**src/rtl/axi4_lite_reg_access_arb_pkg.sv**
```systemverilog
// Shared types and default widths for the two-requester AXI4-Lite register
// access arbiter.
//   state_e      : access FSM encoding
//   axi4_resp_t  : AXI BRESP/RRESP codes
//   DEF_*        : default address/data widths
package axi4_lite_reg_access_arb_pkg;

  localparam int DEF_ADDR_BIT_WIDTH = 4;
  localparam int DEF_DATA_BIT_WIDTH = 32;

  typedef enum logic [2:0] {
    ST_IDLE         = 3'd0,
    ST_WR_ADDR_DATA = 3'd1,
    ST_WR_RESP      = 3'd2,
    ST_RD_ADDR      = 3'd3,
    ST_RD_DATA      = 3'd4,
    ST_ACK          = 3'd5
  } state_e;

  typedef enum logic [1:0] {
    RESP_OKAY   = 2'b00,
    RESP_EXOKAY = 2'b01,
    RESP_SLVERR = 2'b10,
    RESP_DECERR = 2'b11
  } axi4_resp_t;

endpackage

```
**src/rtl/axi4_lite_reg_access_arb_if.sv**
```systemverilog
// AXI4-Lite bus bundle.
//   mst_port : drives AW/W/AR channels and bready/rready
//   slv_port : drives the ready signals and the B/R channels
interface axi4_lite_if
  import axi4_lite_reg_access_arb_pkg::*;
#(
  parameter int ADDR_BIT_WIDTH = DEF_ADDR_BIT_WIDTH,
  parameter int DATA_BIT_WIDTH = DEF_DATA_BIT_WIDTH
) ();
  logic                        awvalid;
  logic                        awready;
  logic [ADDR_BIT_WIDTH-1:0]   awaddr;
  logic [2:0]                  awprot;
  logic                        wvalid;
  logic                        wready;
  logic [DATA_BIT_WIDTH-1:0]   wdata;
  logic [DATA_BIT_WIDTH/8-1:0] wstrb;
  logic                        bvalid;
  logic                        bready;
  logic [1:0]                  bresp;
  logic                        arvalid;
  logic                        arready;
  logic [ADDR_BIT_WIDTH-1:0]   araddr;
  logic [2:0]                  arprot;
  logic                        rvalid;
  logic                        rready;
  logic [DATA_BIT_WIDTH-1:0]   rdata;
  logic [1:0]                  rresp;

  modport mst_port (
    output awvalid, awaddr, awprot, input awready,
    output wvalid, wdata, wstrb, input wready,
    input bvalid, bresp, output bready,
    output arvalid, araddr, arprot, input arready,
    input rvalid, rdata, rresp, output rready
  );

  modport slv_port (
    input awvalid, awaddr, awprot, output awready,
    input wvalid, wdata, wstrb, output wready,
    output bvalid, bresp, input bready,
    input arvalid, araddr, arprot, output arready,
    output rvalid, rdata, rresp, input rready
  );
endinterface

```
**src/rtl/axi4_lite_reg_access_arb_rr_grant.sv**
```systemverilog
// Two-requester round-robin grant.
//   i_req   : request vector
//   i_en    : commit the current grant (advances the priority pointer)
//   o_valid : at least one request present
//   o_gnt   : index of the granted requester
module axi4_lite_rr_grant (
  input  logic       i_clk,
  input  logic       i_arst_n,
  input  logic [1:0] i_req,
  input  logic       i_en,
  output logic       o_valid,
  output logic       o_gnt
);
  // prio_q points at the requester that wins a tie; it always moves to the
  // one not granted last, so reset value 0 gives requester 0 first priority.
  logic prio_q, prio_d;

  assign o_valid = |i_req;
  assign o_gnt   = i_req[prio_q] ? prio_q : ~prio_q;

  always_comb begin
    prio_d = prio_q;
    if (i_en && o_valid) prio_d = ~o_gnt;
  end

  always_ff @(posedge i_clk or negedge i_arst_n) begin
    if (!i_arst_n) prio_q <= 1'b0;
    else           prio_q <= prio_d;
  end
endmodule

```
**src/rtl/axi4_lite_reg_access_arb.sv**
```systemverilog
// Arbitrates two simple request/ack register ports onto one AXI4-Lite
// master, one transaction at a time.
//   i_req/i_we/i_addr/i_wdata/i_wstrb : per-requester access request
//   o_ack                             : one-cycle completion pulse
//   o_rdata/o_resp                    : result of the last completed access
//   if_m_axi4_lite                    : AXI4-Lite master port
//
// state           | meaning
// ST_IDLE         | waiting for a request, grant on any i_req
// ST_WR_ADDR_DATA | AW and W valids outstanding
// ST_WR_RESP      | bready high, waiting for bvalid
// ST_RD_ADDR      | arvalid high, waiting for arready
// ST_RD_DATA      | rready high, waiting for rvalid
// ST_ACK          | o_ack pulse to the granted requester
module axi4_lite_reg_access_arb
  import axi4_lite_reg_access_arb_pkg::*;
#(
  parameter int ADDR_BIT_WIDTH = DEF_ADDR_BIT_WIDTH,
  parameter int DATA_BIT_WIDTH = DEF_DATA_BIT_WIDTH
) (
  input  logic                        i_clk,
  input  logic                        i_arst_n,
  input  logic                        i_req   [2],
  input  logic                        i_we    [2],
  input  logic [ADDR_BIT_WIDTH-1:0]   i_addr  [2],
  input  logic [DATA_BIT_WIDTH-1:0]   i_wdata [2],
  input  logic [DATA_BIT_WIDTH/8-1:0] i_wstrb [2],
  output logic                        o_ack   [2],
  output logic [DATA_BIT_WIDTH-1:0]   o_rdata,
  output logic [1:0]                  o_resp,
  axi4_lite_if.mst_port               if_m_axi4_lite
);
  if (ADDR_BIT_WIDTH != $bits(if_m_axi4_lite.awaddr)) begin : g_addr_chk
    $error("ADDR_BIT_WIDTH does not match the interface address width");
  end
  if (DATA_BIT_WIDTH != $bits(if_m_axi4_lite.wdata)) begin : g_data_chk
    $error("DATA_BIT_WIDTH does not match the interface data width");
  end

  state_e                      state_q, state_d;
  logic                        gnt_q, gnt_d;
  logic                        we_q, we_d;
  logic [ADDR_BIT_WIDTH-1:0]   addr_q, addr_d;
  logic [DATA_BIT_WIDTH-1:0]   wdata_q, wdata_d;
  logic [DATA_BIT_WIDTH/8-1:0] wstrb_q, wstrb_d;
  logic                        awvalid_q, awvalid_d, wvalid_q, wvalid_d;
  logic                        bready_q, bready_d, arvalid_q, arvalid_d;
  logic                        rready_q, rready_d;
  logic [1:0]                  ack_q, ack_d;
  logic [DATA_BIT_WIDTH-1:0]   rdata_q, rdata_d;
  axi4_resp_t                  resp_q, resp_d;

  logic any_req, gnt_idx, grant_en, aw_hs, w_hs;

  assign grant_en = (state_q == ST_IDLE);

  axi4_lite_rr_grant u_rr_grant (
    .i_clk    (i_clk),
    .i_arst_n (i_arst_n),
    .i_req    ({i_req[1], i_req[0]}),
    .i_en     (grant_en),
    .o_valid  (any_req),
    .o_gnt    (gnt_idx)
  );

  assign aw_hs = awvalid_q && if_m_axi4_lite.awready;
  assign w_hs  = wvalid_q && if_m_axi4_lite.wready;

  always_comb begin
    state_d   = state_q;
    gnt_d     = gnt_q;
    we_d      = we_q;
    addr_d    = addr_q;
    wdata_d   = wdata_q;
    wstrb_d   = wstrb_q;
    awvalid_d = awvalid_q;
    wvalid_d  = wvalid_q;
    bready_d  = bready_q;
    arvalid_d = arvalid_q;
    rready_d  = rready_q;
    ack_d     = 2'b00;
    rdata_d   = rdata_q;
    resp_d    = resp_q;
    case (state_q)
      ST_IDLE: begin
        if (any_req) begin
          gnt_d   = gnt_idx;
          we_d    = i_we[gnt_idx];
          addr_d  = i_addr[gnt_idx];
          wdata_d = i_wdata[gnt_idx];
          wstrb_d = i_wstrb[gnt_idx];
          if (i_we[gnt_idx]) begin
            awvalid_d = 1'b1;
            wvalid_d  = 1'b1;
            state_d   = ST_WR_ADDR_DATA;
          end else begin
            arvalid_d = 1'b1;
            state_d   = ST_RD_ADDR;
          end
        end
      end
      ST_WR_ADDR_DATA: begin
        if (aw_hs) awvalid_d = 1'b0;
        if (w_hs)  wvalid_d  = 1'b0;
        // A channel is done if it already handshook or handshakes now.
        if ((!awvalid_q || aw_hs) && (!wvalid_q || w_hs)) begin
          bready_d = 1'b1;
          state_d  = ST_WR_RESP;
        end
      end
      ST_WR_RESP: begin
        if (if_m_axi4_lite.bvalid) begin
          resp_d       = axi4_resp_t'(if_m_axi4_lite.bresp);
          bready_d     = 1'b0;
          ack_d[gnt_q] = 1'b1;
          state_d      = ST_ACK;
        end
      end
      ST_RD_ADDR: begin
        if (if_m_axi4_lite.arready) begin
          arvalid_d = 1'b0;
          rready_d  = 1'b1;
          state_d   = ST_RD_DATA;
        end
      end
      ST_RD_DATA: begin
        if (if_m_axi4_lite.rvalid) begin
          rdata_d      = if_m_axi4_lite.rdata;
          resp_d       = axi4_resp_t'(if_m_axi4_lite.rresp);
          rready_d     = 1'b0;
          ack_d[gnt_q] = 1'b1;
          state_d      = ST_ACK;
        end
      end
      ST_ACK:  state_d = ST_IDLE;
      default: state_d = ST_IDLE;
    endcase
  end

  always_ff @(posedge i_clk or negedge i_arst_n) begin
    if (!i_arst_n) begin
      state_q   <= ST_IDLE;
      gnt_q     <= 1'b0;
      we_q      <= 1'b0;
      addr_q    <= '0;
      wdata_q   <= '0;
      wstrb_q   <= '0;
      awvalid_q <= 1'b0;
      wvalid_q  <= 1'b0;
      bready_q  <= 1'b0;
      arvalid_q <= 1'b0;
      rready_q  <= 1'b0;
      ack_q     <= 2'b00;
      rdata_q   <= '0;
      resp_q    <= RESP_OKAY;
    end else begin
      state_q   <= state_d;
      gnt_q     <= gnt_d;
      we_q      <= we_d;
      addr_q    <= addr_d;
      wdata_q   <= wdata_d;
      wstrb_q   <= wstrb_d;
      awvalid_q <= awvalid_d;
      wvalid_q  <= wvalid_d;
      bready_q  <= bready_d;
      arvalid_q <= arvalid_d;
      rready_q  <= rready_d;
      ack_q     <= ack_d;
      rdata_q   <= rdata_d;
      resp_q    <= resp_d;
    end
  end

  assign o_ack[0] = ack_q[0];
  assign o_ack[1] = ack_q[1];
  assign o_rdata  = rdata_q;
  assign o_resp   = resp_q;

  assign if_m_axi4_lite.awvalid = awvalid_q;
  assign if_m_axi4_lite.awaddr  = addr_q;
  assign if_m_axi4_lite.awprot  = 3'b000;
  assign if_m_axi4_lite.wvalid  = wvalid_q;
  assign if_m_axi4_lite.wdata   = wdata_q;
  assign if_m_axi4_lite.wstrb   = wstrb_q;
  assign if_m_axi4_lite.bready  = bready_q;
  assign if_m_axi4_lite.arvalid = arvalid_q;
  assign if_m_axi4_lite.araddr  = addr_q;
  assign if_m_axi4_lite.arprot  = 3'b000;
  assign if_m_axi4_lite.rready  = rready_q;
endmodule

```
**src/flat_wrapper.sv**
```systemverilog
// flat-port wrapper written by rule: the top's interface ports become plain ports
module axi4_lite_reg_access_arb_flat import axi4_lite_reg_access_arb_pkg::*;
#(
  parameter int ADDR_BIT_WIDTH = DEF_ADDR_BIT_WIDTH,
  parameter int DATA_BIT_WIDTH = DEF_DATA_BIT_WIDTH
)
  (i_clk, i_arst_n, i_req, i_we, i_addr, i_wdata, i_wstrb, o_ack, o_rdata, o_resp, if_m_axi4_lite_awvalid, if_m_axi4_lite_awaddr, if_m_axi4_lite_awprot, if_m_axi4_lite_awready, if_m_axi4_lite_wvalid, if_m_axi4_lite_wdata, if_m_axi4_lite_wstrb, if_m_axi4_lite_wready, if_m_axi4_lite_bvalid, if_m_axi4_lite_bresp, if_m_axi4_lite_bready, if_m_axi4_lite_arvalid, if_m_axi4_lite_araddr, if_m_axi4_lite_arprot, if_m_axi4_lite_arready, if_m_axi4_lite_rvalid, if_m_axi4_lite_rdata, if_m_axi4_lite_rresp, if_m_axi4_lite_rready);
  axi4_lite_if #(.ADDR_BIT_WIDTH(ADDR_BIT_WIDTH), .DATA_BIT_WIDTH(DATA_BIT_WIDTH)) if_m_axi4_lite_i ();
  input  logic i_clk;
  input  logic i_arst_n;
  input  logic i_req[2];
  input  logic i_we[2];
  input  logic [ADDR_BIT_WIDTH-1:0] i_addr[2];
  input  logic [DATA_BIT_WIDTH-1:0] i_wdata[2];
  input  logic [DATA_BIT_WIDTH/8-1:0] i_wstrb[2];
  output logic o_ack[2];
  output logic [DATA_BIT_WIDTH-1:0] o_rdata;
  output logic [1:0] o_resp;
  output wire logic [$bits(if_m_axi4_lite_i.awvalid)-1:0] if_m_axi4_lite_awvalid;
  output wire logic [$bits(if_m_axi4_lite_i.awaddr)-1:0] if_m_axi4_lite_awaddr;
  output wire logic [$bits(if_m_axi4_lite_i.awprot)-1:0] if_m_axi4_lite_awprot;
  input wire logic [$bits(if_m_axi4_lite_i.awready)-1:0] if_m_axi4_lite_awready;
  output wire logic [$bits(if_m_axi4_lite_i.wvalid)-1:0] if_m_axi4_lite_wvalid;
  output wire logic [$bits(if_m_axi4_lite_i.wdata)-1:0] if_m_axi4_lite_wdata;
  output wire logic [$bits(if_m_axi4_lite_i.wstrb)-1:0] if_m_axi4_lite_wstrb;
  input wire logic [$bits(if_m_axi4_lite_i.wready)-1:0] if_m_axi4_lite_wready;
  input wire logic [$bits(if_m_axi4_lite_i.bvalid)-1:0] if_m_axi4_lite_bvalid;
  input wire logic [$bits(if_m_axi4_lite_i.bresp)-1:0] if_m_axi4_lite_bresp;
  output wire logic [$bits(if_m_axi4_lite_i.bready)-1:0] if_m_axi4_lite_bready;
  output wire logic [$bits(if_m_axi4_lite_i.arvalid)-1:0] if_m_axi4_lite_arvalid;
  output wire logic [$bits(if_m_axi4_lite_i.araddr)-1:0] if_m_axi4_lite_araddr;
  output wire logic [$bits(if_m_axi4_lite_i.arprot)-1:0] if_m_axi4_lite_arprot;
  input wire logic [$bits(if_m_axi4_lite_i.arready)-1:0] if_m_axi4_lite_arready;
  input wire logic [$bits(if_m_axi4_lite_i.rvalid)-1:0] if_m_axi4_lite_rvalid;
  input wire logic [$bits(if_m_axi4_lite_i.rdata)-1:0] if_m_axi4_lite_rdata;
  input wire logic [$bits(if_m_axi4_lite_i.rresp)-1:0] if_m_axi4_lite_rresp;
  output wire logic [$bits(if_m_axi4_lite_i.rready)-1:0] if_m_axi4_lite_rready;
  assign if_m_axi4_lite_awvalid = if_m_axi4_lite_i.awvalid;
  assign if_m_axi4_lite_awaddr = if_m_axi4_lite_i.awaddr;
  assign if_m_axi4_lite_awprot = if_m_axi4_lite_i.awprot;
  assign if_m_axi4_lite_i.awready = if_m_axi4_lite_awready;
  assign if_m_axi4_lite_wvalid = if_m_axi4_lite_i.wvalid;
  assign if_m_axi4_lite_wdata = if_m_axi4_lite_i.wdata;
  assign if_m_axi4_lite_wstrb = if_m_axi4_lite_i.wstrb;
  assign if_m_axi4_lite_i.wready = if_m_axi4_lite_wready;
  assign if_m_axi4_lite_i.bvalid = if_m_axi4_lite_bvalid;
  assign if_m_axi4_lite_i.bresp = if_m_axi4_lite_bresp;
  assign if_m_axi4_lite_bready = if_m_axi4_lite_i.bready;
  assign if_m_axi4_lite_arvalid = if_m_axi4_lite_i.arvalid;
  assign if_m_axi4_lite_araddr = if_m_axi4_lite_i.araddr;
  assign if_m_axi4_lite_arprot = if_m_axi4_lite_i.arprot;
  assign if_m_axi4_lite_i.arready = if_m_axi4_lite_arready;
  assign if_m_axi4_lite_i.rvalid = if_m_axi4_lite_rvalid;
  assign if_m_axi4_lite_i.rdata = if_m_axi4_lite_rdata;
  assign if_m_axi4_lite_i.rresp = if_m_axi4_lite_rresp;
  assign if_m_axi4_lite_rready = if_m_axi4_lite_i.rready;
  axi4_lite_reg_access_arb #(.ADDR_BIT_WIDTH(ADDR_BIT_WIDTH), .DATA_BIT_WIDTH(DATA_BIT_WIDTH)) u_core (.i_clk(i_clk), .i_arst_n(i_arst_n), .i_req(i_req), .i_we(i_we), .i_addr(i_addr), .i_wdata(i_wdata), .i_wstrb(i_wstrb), .o_ack(o_ack), .o_rdata(o_rdata), .o_resp(o_resp), .if_m_axi4_lite(if_m_axi4_lite_i));
endmodule
```
**config.mk**
```make
export PLATFORM = sky130hd
export DESIGN_NAME = axi4_lite_reg_access_arb_flat
export DESIGN_NICKNAME = d
export VERILOG_FILES = /design/src/rtl/axi4_lite_reg_access_arb_pkg.sv /design/src/rtl/axi4_lite_reg_access_arb_if.sv /design/src/rtl/axi4_lite_reg_access_arb_rr_grant.sv /design/src/rtl/axi4_lite_reg_access_arb.sv /design/src/flat_wrapper.sv
export SDC_FILE = /design/constraint.sdc
export NUM_CORES = 1
export LEC_CHECK = 0
export ABC_CLOCK_PERIOD_IN_PS = 2400
export CORE_MARGIN = 3
export CORE_UTILIZATION = 42
export CTS_CLUSTER_DIAMETER = 200
export CTS_CLUSTER_SIZE = 8
export DETAILED_ROUTE_END_ITERATION = 7
export PLACE_DENSITY = 0.86
export SETUP_SLACK_MARGIN = 0.3
export SLEW_MARGIN = 5
export SYNTH_ARGS = -nofsm -noshare
export SYNTH_HDL_FRONTEND = slang
export SYNTH_HIERARCHICAL = 1
export SYNTH_SLANG_ARGS = --single-unit
```
**constraint.sdc**
```tcl
create_clock -name i_clk -period 2.4 [get_ports i_clk]
set_clock_uncertainty 0.05 [all_clocks]
set_input_delay 0.24 -clock i_clk [delete_from_list [all_inputs] [get_ports i_clk]]
set_output_delay 0.24 -clock i_clk [all_outputs]
set_load 0.1 [all_outputs]
```
==> results of run 1 <==
==> cells by family after synthesis <==
kind of cell    after synthesis  synth area share
compound gates               61            0.0854
simple gates                 60            0.0672
buf+inv                      36            0.0597
flops                        86             0.540
mux                          82             0.247
other cells                   1          0.000941
==> through the flow <==
stage	hold WS, ps	util
after global routing	447	0.686
after floorplan	-106	-
after CTS	420	0.686
after detailed placement	350	0.664
final	416	0.686
after global placement	336	0.664
==> worst max-delay path by stage <==
stage	startpoint	end	slack, ps	depth (start not counted)
floorplan	u_core/if_m_axi4_lite.araddr[0]	if_m_axi4_lite_awaddr[0]	770	1
global placement	i_req[1]	u_core/if_m_axi4_lite.wdata[16]	450	6
detailed placement	i_req[1]	u_core/if_m_axi4_lite.wdata[24]	360	6
CTS	u_core/state_q[0]	u_core/o_rdata[11]	480	4
global route	u_core/state_q[0]	u_core/o_rdata[11]	400	4
finish	u_core/state_q[0]	u_core/o_rdata[11]	470	4
==> metal layers <==
metal	global-route usage	share of wire	up-vias
met5	0	0	-
met4	0.0508	0.010	0
met3	0.0463	0.077	11
met2	0.343	0.53	126
met1	0.231	0.39	1557
li1	-	-	1524
==> cell usage after synthesis, types with 2 or more instances <==
cell type | n | area (um2)
a21oi_1 | 43 | 215
a31oi_1 | 7 | 43.8
buf_2 | 10 | 50.1
buf_4 | 16 | 120
buf_6 | 4 | 45.0
dfrtp_1 | 86 | 2150
inv_1 | 5 | 18.8
mux2_2 | 9 | 101
mux2_4 | 30 | 450
mux2i_1 | 43 | 430
nand2_1 | 4 | 15.0
nand2b_1 | 3 | 18.8
nand3b_1 | 2 | 15.0
nor2_1 | 44 | 165
nor2b_1 | 2 | 12.5
o21ai_0 | 2 | 10.0
o2bb2ai_1 | 3 | 26.3
==> flip-flops by register name, indices dropped and copies added, names as in the netlist, 2 cells and up <==
| signal | cells |
|---|---|
| u_core/ack_q | 2 |
| u_core/if_m_axi4_lite.araddr | 4 |
| u_core/if_m_axi4_lite.wdata | 32 |
| u_core/if_m_axi4_lite.wstrb | 4 |
| u_core/o_rdata | 32 |
| u_core/o_resp | 2 |
| u_core/state_q | 3 |
==> worst register-to-register path, delay by kind of cell (launching register included) <==
family	cells	cell delay, ps
buffers and inverters	1	260
DFF	1	560
muxes	1	370
and+or+nand+nor	2	580
==> final cells by class <==
class / count / area [um2]
well taps: 126 / 158
clock buffers: 12 / 135
repair buffers: 219 / 2010
fillers: 680 / 2820
flip-flops and latches: 86 / 2150
multi-input cells: 209 / 1640
clock inverters: 4 / 47.5
inverters: 5 / 18.8
==> results.json, run 1 <==
{
  "layout_commonest_cell": "clkdlybuf4s50_1",
  "status": "completed",
  "ys_warn_count": 6,
  "die-area_um2": 10700,
  "arrival_ps": 2100,
  "drtIter0Drc": 103,
  "cts_hold_buf": 1,
  "synth-main-ff-cell": "dfrtp_1",
  "area_delta_synth_final_pct": 54.5,
  "cts_tree": "built",
  "gp_congestion": 0.831,
  "num_vias": 3218,
  "via_per_inst": 4.87,
  "fmax_ghz": 0.518,
  "r2r-end": "u_core/o_rdata[11]",
  "drive_above_1_share": 0.277,
  "cts-resized-gates": 0,
  "worstPathRequired_ps": 2570,
  "setup_slack_ps": 469,
  "pre_cts_ws_ps": 363,
  "critPathMaxFanout": 26,
  "clockBufferDepth": 2,
  "postCtsSetupBuffers": 0,
  "tightest_slew_ps": 836,
  "tns_ps": 0,
  "initial_core_util": 0.444,
  "layout.cells.non_filler": 661,
  "end_kind": "flop",
  "htreeDepth": 3,
  "critPathLaunchType": "flop",
  "final_hold_viol_count": 0,
  "fin_crit_sh": 0.805,
  "worstHoldPathType": "flop to flop",
  "root_buffer": "clkbuf_8",
  "num_rows": 34,
  "min-delay-start": "u_core/gnt_q",
  "drv_slew": 0,
  "holdPathStages": 1,
  "wl_per_cell_um": 16.1,
  "grt_overflow": 0,
  "max-cap-violations": 0,
  "ys_ff_latch": 86,
  "grt_pass1_vias": 3208,
  "core-area_um2": 8980,
  "path_class": "flop to flop",
  "relSlewSlack": 0.443,
  "wirelength_um": 10700,
  "clk_pin_slew_worst_paths_ps": 80,
  "async_flop_share": 1.00,
  "cts_made_buffers": 9,
  "cp_cell_sequence": "nor2_1, and3_2, buf_12, mux2_2",
  "crit_family": "simple AND/OR/NAND/NOR gates",
  "clock-sinks": 86,
  "rsz0062_at_grt": "no",
  "num_io_pins": 218,
  "rr_worst_depth": 4,
  "hpwl_um": 8290,
  "antenna_found_initial": 0,
  "die_h_um": 103,
  "drc_errors": 0,
  "cp_num_buf_inv": 1,
  "drt.antenna.violating_nets": 0,
  "syn_area_um2": 3980,
  "grtUsageTotal": 0.192,
  "insertion_delay_ps": 330,
  "min_period_ps": 1930,
  "setup_violations": 0,
  "portBuffers": 211,
  "synth_edf_count": 0,
  "syn_area_per_cell_um2": 12.2,
  "placed_cells": 644,
  "rrSetupSlack_ps": 470,
  "grt_start_max_net_pins": 67,
  "seq_area_frac_synth": 0.540,
  "fin_nets": 657,
  "hold_end": "u_core/ack_q[0]",
  "antenna_cells": 0,
  "ys_types": 30,
  "die_x_um": 103,
  "layout_common_cells": "clkdlybuf4s50_1, buf_4, dfrtp_1",
  "r2r-start": "u_core/state_q[0]",
  "first_pass_iters": 4,
  "grt_first_pass_wirelength_um": 16000,
  "max_stage_delay_ps": 560,
  "finalInstanceArea_um2": 6160,
  "cp_slowest_cell": "dfrtp_1",
  "syn-instance-count": 326,
  "placed_area_um2": 5960
}
Power of run 1 is not shown: default switching activity piles up to over one toggle a cycle in this logic, so the estimate is an artifact.
==> run 2, diff against run 1 <==
--- a/config.mk
+++ b/config.mk
@@ -5,13 +5,13 @@
 export SDC_FILE = /design/constraint.sdc
 export NUM_CORES = 1
 export LEC_CHECK = 0
-export ABC_CLOCK_PERIOD_IN_PS = 2400
+export ABC_CLOCK_PERIOD_IN_PS = 2029
 export CORE_MARGIN = 3
-export CORE_UTILIZATION = 42
+export CORE_UTILIZATION = 39
 export CTS_CLUSTER_DIAMETER = 200
 export CTS_CLUSTER_SIZE = 8
 export DETAILED_ROUTE_END_ITERATION = 7
-export PLACE_DENSITY = 0.86
+export PLACE_DENSITY = 0.81
 export SETUP_SLACK_MARGIN = 0.3
 export SLEW_MARGIN = 5
 export SYNTH_ARGS = -nofsm -noshare
==> constraint.sdc (replaced) <==
create_clock -name i_clk -period 2.03 [get_ports i_clk]
set_clock_uncertainty 0.05 [all_clocks]
set_input_delay 0.203 -clock i_clk [delete_from_list [all_inputs] [get_ports i_clk]]
set_output_delay 0.203 -clock i_clk [all_outputs]
set_load 0.1 [all_outputs]
==> run 2 against run 1 <==
  * First-iteration DRC count grew 0.97%
  * Fmax grew 18%
  * Final cell count grew 2.1%
  * Non-clock buffer count grew 7
  * Flip-flop and latch count is the same
  * Sequential share of layout area shrank 0.35 points
  * Wire length grew 0.87%
  * Utilization shrank 5.5 points
  * Die area grew 7.2%
  * Critical path type unchanged
==> results.json, run 2 (synthesized netlist as in run 1, its figures left out) <==
{
  "status": "completed",
  "pre_cts_ws_ps": 38.6,
  "root_buffer": "clkbuf_8",
  "antenna_found_initial": 0,
  "worstPathRequired_ps": 2210,
  "rsz0062_at_grt": "no",
  "clock-sinks": 86,
  "die_x_um": 107,
  "wl_per_cell_um": 15.9,
  "grtUsageTotal": 0.183,
  "cp_slowest_cell": "nor3b_1",
  "insertion_delay_ps": 340,
  "htreeDepth": 3,
  "num_io_pins": 218,
  "die_h_um": 107,
  "clk_pin_slew_worst_paths_ps": 90,
  "portBuffers": 211,
  "tightest_slew_ps": 580,
  "drtIter0Drc": 104,
  "final_hold_viol_count": 0,
  "cp_num_buf_inv": 0,
  "critPathLaunchType": "flop",
  "gp_congestion": 0.785,
  "core-area_um2": 9860,
  "setup_violations": 0,
  "cts_made_buffers": 9,
  "clockBufferDepth": 2,
  "via_per_inst": 4.80,
  "crit_cells": 3,
  "layout.cells.non_filler": 675,
  "critPathMaxFanout": 4,
  "crit_family": "multiplexers",
  "drt.antenna.violating_nets": 0,
  "num_vias": 3237,
  "fill_cells": 774,
  "drv_slew": 0,
  "grt_start_max_net_pins": 53,
  "fmax_ghz": 0.611,
  "drc_errors": 0,
  "wirelength_um": 10800,
  "grt_first_pass_wirelength_um": 16500,
  "num_rows": 36,
  "max_stage_delay_ps": 420,
  "min_period_ps": 1640,
  "arrival_ps": 1820,
  "grt_pass1_vias": 3316,
  "max-cap-violations": 0,
  "fin_crit_sh": 0.806,
  "cp_cell_sequence": "nor3b_1, mux2_2, mux2_2",
  "placed_cells": 658,
  "rr_worst_depth": 3,
  "cts_tree": "built",
  "drive_above_1_share": 0.293,
  "first_pass_iters": 4,
  "setup_slack_ps": 393,
  "initial_core_util": 0.404,
  "layout_common_cells": "clkdlybuf4s50_1, buf_4, dfrtp_1",
  "antenna_cells": 0,
  "relSlewSlack": 0.613,
  "layout_commonest_cell": "clkdlybuf4s50_1",
  "hpwl_um": 8460,
  "die-area_um2": 11500,
  "end_kind": "flop",
  "tns_ps": 0,
  "worstHoldPathType": "input pin to asynchronous set/reset pin",
  "grt_overflow": 0,
  "fin_nets": 664,
  "area_delta_synth_final_pct": 56.2,
  "path_class": "flop to flop",
  "path_common_cell": "mux2_2"
}
==> run 2: cell types whose count changed in the layout (fill, tap and decap cells not counted), sizes merged <==
cell	delta
buf	+7
clkinv	+2
clkinvlp	+1
clkbuf	-2
bufinv	-1
==> run 2: worst register-to-register path, delay by kind of cell, from the launching register on <==
kind             cells  cell delay (ps)
multiplexers         2              650
AND/OR/NAND/NOR      1              420
flip-flops           1              410
==> run 2: stage by stage <==
step	util	cell area [um2]	hold WS, ps
final	0.631	6220	333
after global routing	0.631	6220	388
after CTS	0.630	6210	349
after detailed placement	0.612	6040	184
after global placement	0.612	6040	187
after floorplan	-	4000	-143
==> run 2: layout make-up <==
type	instances	area (um2)	share of cell area
flip-flops and latches	86	2150	0.346
repair buffers	226	2070	0.333
multi-input cells	209	1640	0.264
well taps	133	166	0.0267
clock buffers	10	128	0.0205
clock inverters	6	38.8	0.00623
inverters	5	18.8	0.00302
==> run 2: timing repair <==
action,CTS,global route
buffers inserted,0,0
endpoints found under the hold margin,43,0
hold buffers,1,0
endpoints found under the setup margin,0,2
gates resized for setup,0,3
==> run 2: final timing paths <==
kind                                   start                              to  slack [ps]
max                        u_core/state_q[0]                u_core/o_resp[0]         390
min reg2reg                u_core/state_q[2]    u_core/if_m_axi4_lite.rready         450
min in group i_clk                  i_req[0]        u_core/u_rr_grant/prio_q         420
max in group asynchronous           i_arst_n        u_core/u_rr_grant/prio_q         940
min                                 i_arst_n  u_core/if_m_axi4_lite.wstrb[3]         330
max reg2reg                u_core/state_q[0]                u_core/o_resp[0]         390
==> run 2: routing by layer <==
metal | vias to the layer above | track usage | share of wire
li1 | 1546 | - | -
met1 | 1533 | 0.212 | 0.38
met2 | 141 | 0.322 | 0.51
met3 | 17 | 0.0512 | 0.087
met4 | 0 | 0.0630 | 0.018
met5 | - | 0 | 0
Power of run 2 is left out for the same reason.
==> run 3, diff against run 2 <==
--- a/config.mk
+++ b/config.mk
@@ -5,13 +5,13 @@
 export SDC_FILE = /design/constraint.sdc
 export NUM_CORES = 1
 export LEC_CHECK = 0
-export ABC_CLOCK_PERIOD_IN_PS = 2029
+export ABC_CLOCK_PERIOD_IN_PS = 1500
 export CORE_MARGIN = 3
-export CORE_UTILIZATION = 39
+export CORE_UTILIZATION = 35
 export CTS_CLUSTER_DIAMETER = 200
 export CTS_CLUSTER_SIZE = 8
 export DETAILED_ROUTE_END_ITERATION = 7
-export PLACE_DENSITY = 0.81
+export PLACE_DENSITY = 0.76
 export SETUP_SLACK_MARGIN = 0.3
 export SLEW_MARGIN = 5
 export SYNTH_ARGS = -nofsm -noshare
==> constraint.sdc (replaced) <==
create_clock -name i_clk -period 1.5 [get_ports i_clk]
set_clock_uncertainty 0.05 [all_clocks]
set_input_delay 0.15 -clock i_clk [delete_from_list [all_inputs] [get_ports i_clk]]
set_output_delay 0.15 -clock i_clk [all_outputs]
set_load 0.1 [all_outputs]
==> run 3 against run 2 <==
  * The run now ends with negative setup slack left
  * Critical path depth grew 1
  * Wire length is 28% higher
  * Utilization is 11 points higher
  * Die area up 11%
  * Cell area is 30% higher
  * Final cell count is 6.1% higher
  * Highest routed layer unchanged
  * Worst hold slack got worse by 0.78 ps
==> results.json, run 3 (synthesized netlist as in run 1, its figures left out) <==
{
  "worstHoldPathType": "input pin to asynchronous set/reset pin",
  "die_h_um": 113,
  "clockBufferDepth": 2,
  "setup_violations": 58,
  "layout_commonest_cell": "clkdlybuf4s50_1",
  "cts_tree": "built",
  "placed_area_um2": 7220,
  "cts_made_buffers": 9,
  "arrival_ps": 1730,
  "status": "finished, violations left",
  "setup_slack_ps": -61.4,
  "htreeDepth": 3,
  "finalInstanceArea_um2": 8090,
  "fmax_ghz": 0.640,
  "wirelength_um": 13800,
  "insertion_delay_ps": 330,
  "portBuffers": 211,
  "area_delta_synth_final_pct": 103,
  "antenna_cells": 0,
  "root_buffer": "clkbuf_16",
  "met1_length_um": 5310,
  "die-area_um2": 12700,
  "via_per_inst": 4.90,
  "drt.antenna.violating_nets": 0,
  "first_pass_iters": 4,
  "grt_first_pass_wirelength_um": 20400,
  "num_vias": 3505,
  "layout.cells.non_filler": 716,
  "grt_pass1_vias": 3721,
  "violations": "negative setup slack",
  "critPathMaxFanout": 5,
  "tns_ps": -1730,
  "clock-sinks": 86,
  "end_kind": "flop",
  "gp_congestion": 0.821,
  "core-area_um2": 11000,
  "fin_nets": 698,
  "layout_common_cells": "clkdlybuf4s50_1, buf_12, dfrtp_1",
  "final_hold_viol_count": 0,
  "grt_overflow": 0,
  "num_rows": 38,
  "drive_above_1_share": 0.389,
  "grtUsageTotal": 0.205,
  "drc_errors": 0,
  "met2_length_um": 7490,
  "fin_crit_sh": 1.04,
  "maxUsedRoutingLayer": "met4",
  "critPathLaunchType": "flop",
  "drtIter0Drc": 202,
  "hpwl_um": 9160,
  "drv_slew": 0,
  "rsz0062_at_grt": "yes",
  "route.met3.wl_um": 816,
  "worstPathRequired_ps": 1670,
  "max-cap-violations": 0,
  "antenna_found_initial": 0,
  "min_period_ps": 1560,
  "placed_cells": 676,
  "die_x_um": 113,
  "clk_pin_slew_worst_paths_ps": 60,
  "initial_core_util": 0.363,
  "wl_per_cell_um": 19.2,
  "path_class": "flop to flop",
  "num_io_pins": 218,
  "grt_start_max_net_pins": 87
}
==> run 3: changes by cell type in the layout (fill, tap and decap cells not counted), moves of 5 or more <==
| cell | previous run | this run |
|---|---|---|
| a21oi_1 | 43 | 34 |
| a21oi_2 | 0 | 8 |
| buf_12 | 5 | 90 |
| buf_4 | 95 | 17 |
| buf_6 | 0 | 15 |
| clkbuf_16 | 0 | 14 |
| clkbuf_8 | 9 | 1 |
| dfrtp_1 | 85 | 75 |
| dfrtp_4 | 0 | 6 |
| nor2_1 | 44 | 39 |
==> run 3: path summary, 6_finish.rpt <==
kind                                                    to  cells past startpoint  slack (ps)                     from
max reg2reg                               u_core/o_resp[0]                      4         -60        u_core/state_q[2]
min reg2reg                                u_core/ack_q[0]                      1         410             u_core/gnt_q
max in group asynchronous     u_core/if_m_axi4_lite.wvalid                      3         650                 i_arst_n
max                                       u_core/o_resp[0]                      4         -60        u_core/state_q[2]
min                        u_core/if_m_axi4_lite.wdata[20]                      3         330                 i_arst_n
min in group i_clk                       u_core/o_rdata[6]                      2         380  if_m_axi4_lite_rdata[6]
==> run 3: layer usage <==
| layer | vias to the layer above | GRT usage |
|---|---|---|
| li1 | 1607 | - |
| met1 | 1756 | 0.250 |
| met2 | 132 | 0.368 |
| met3 | 10 | 0.0364 |
| met4 | 0 | 0.0609 |
| met5 | - | 0 |
==> run 3: repair_timing <==
item,in CTS,in global routing
gates cloned,4,7
pin swaps,5,8
buffers inserted,7,5
hold buffers,1,0
gates resized for setup,28,27
endpoints found under the hold margin,86,0
endpoints found under the setup margin,95,95
==> run 3: stage by stage <==
| stage | worst slack (ps) | util | hold slack, ps |
|---|---|---|---|
| after floorplan | 64.9 | - | -196 |
| after global placement | -222 | 0.657 | 174 |
| after detailed placement | -304 | 0.657 | 177 |
| after CTS | -54.4 | 0.708 | 366 |
| after global routing | -134 | 0.737 | 372 |
| final | -61.4 | 0.737 | 333 |
==> run 3: area by class of cell <==
| class | instances | area (um2) |
|---|---|---|
| clock buffers | 13 | 250 |
| clock inverters | 3 | 45.0 |
| fillers | 728 | 2890 |
| inverters | 5 | 18.8 |
| multi-input cells | 209 | 1780 |
| flip-flops and latches | 86 | 2180 |
| well taps | 140 | 175 |
| repair buffers | 260 | 3640 |
==> run 3: worst max-delay path, cell delays in order, from the launching register on <==
cell and delay (ps):
dfrtp_2 440, buf_4 150, nand3b_1 230, a21oi_4 230
mux2_2 360
Power of run 3 is left out for the same reason.
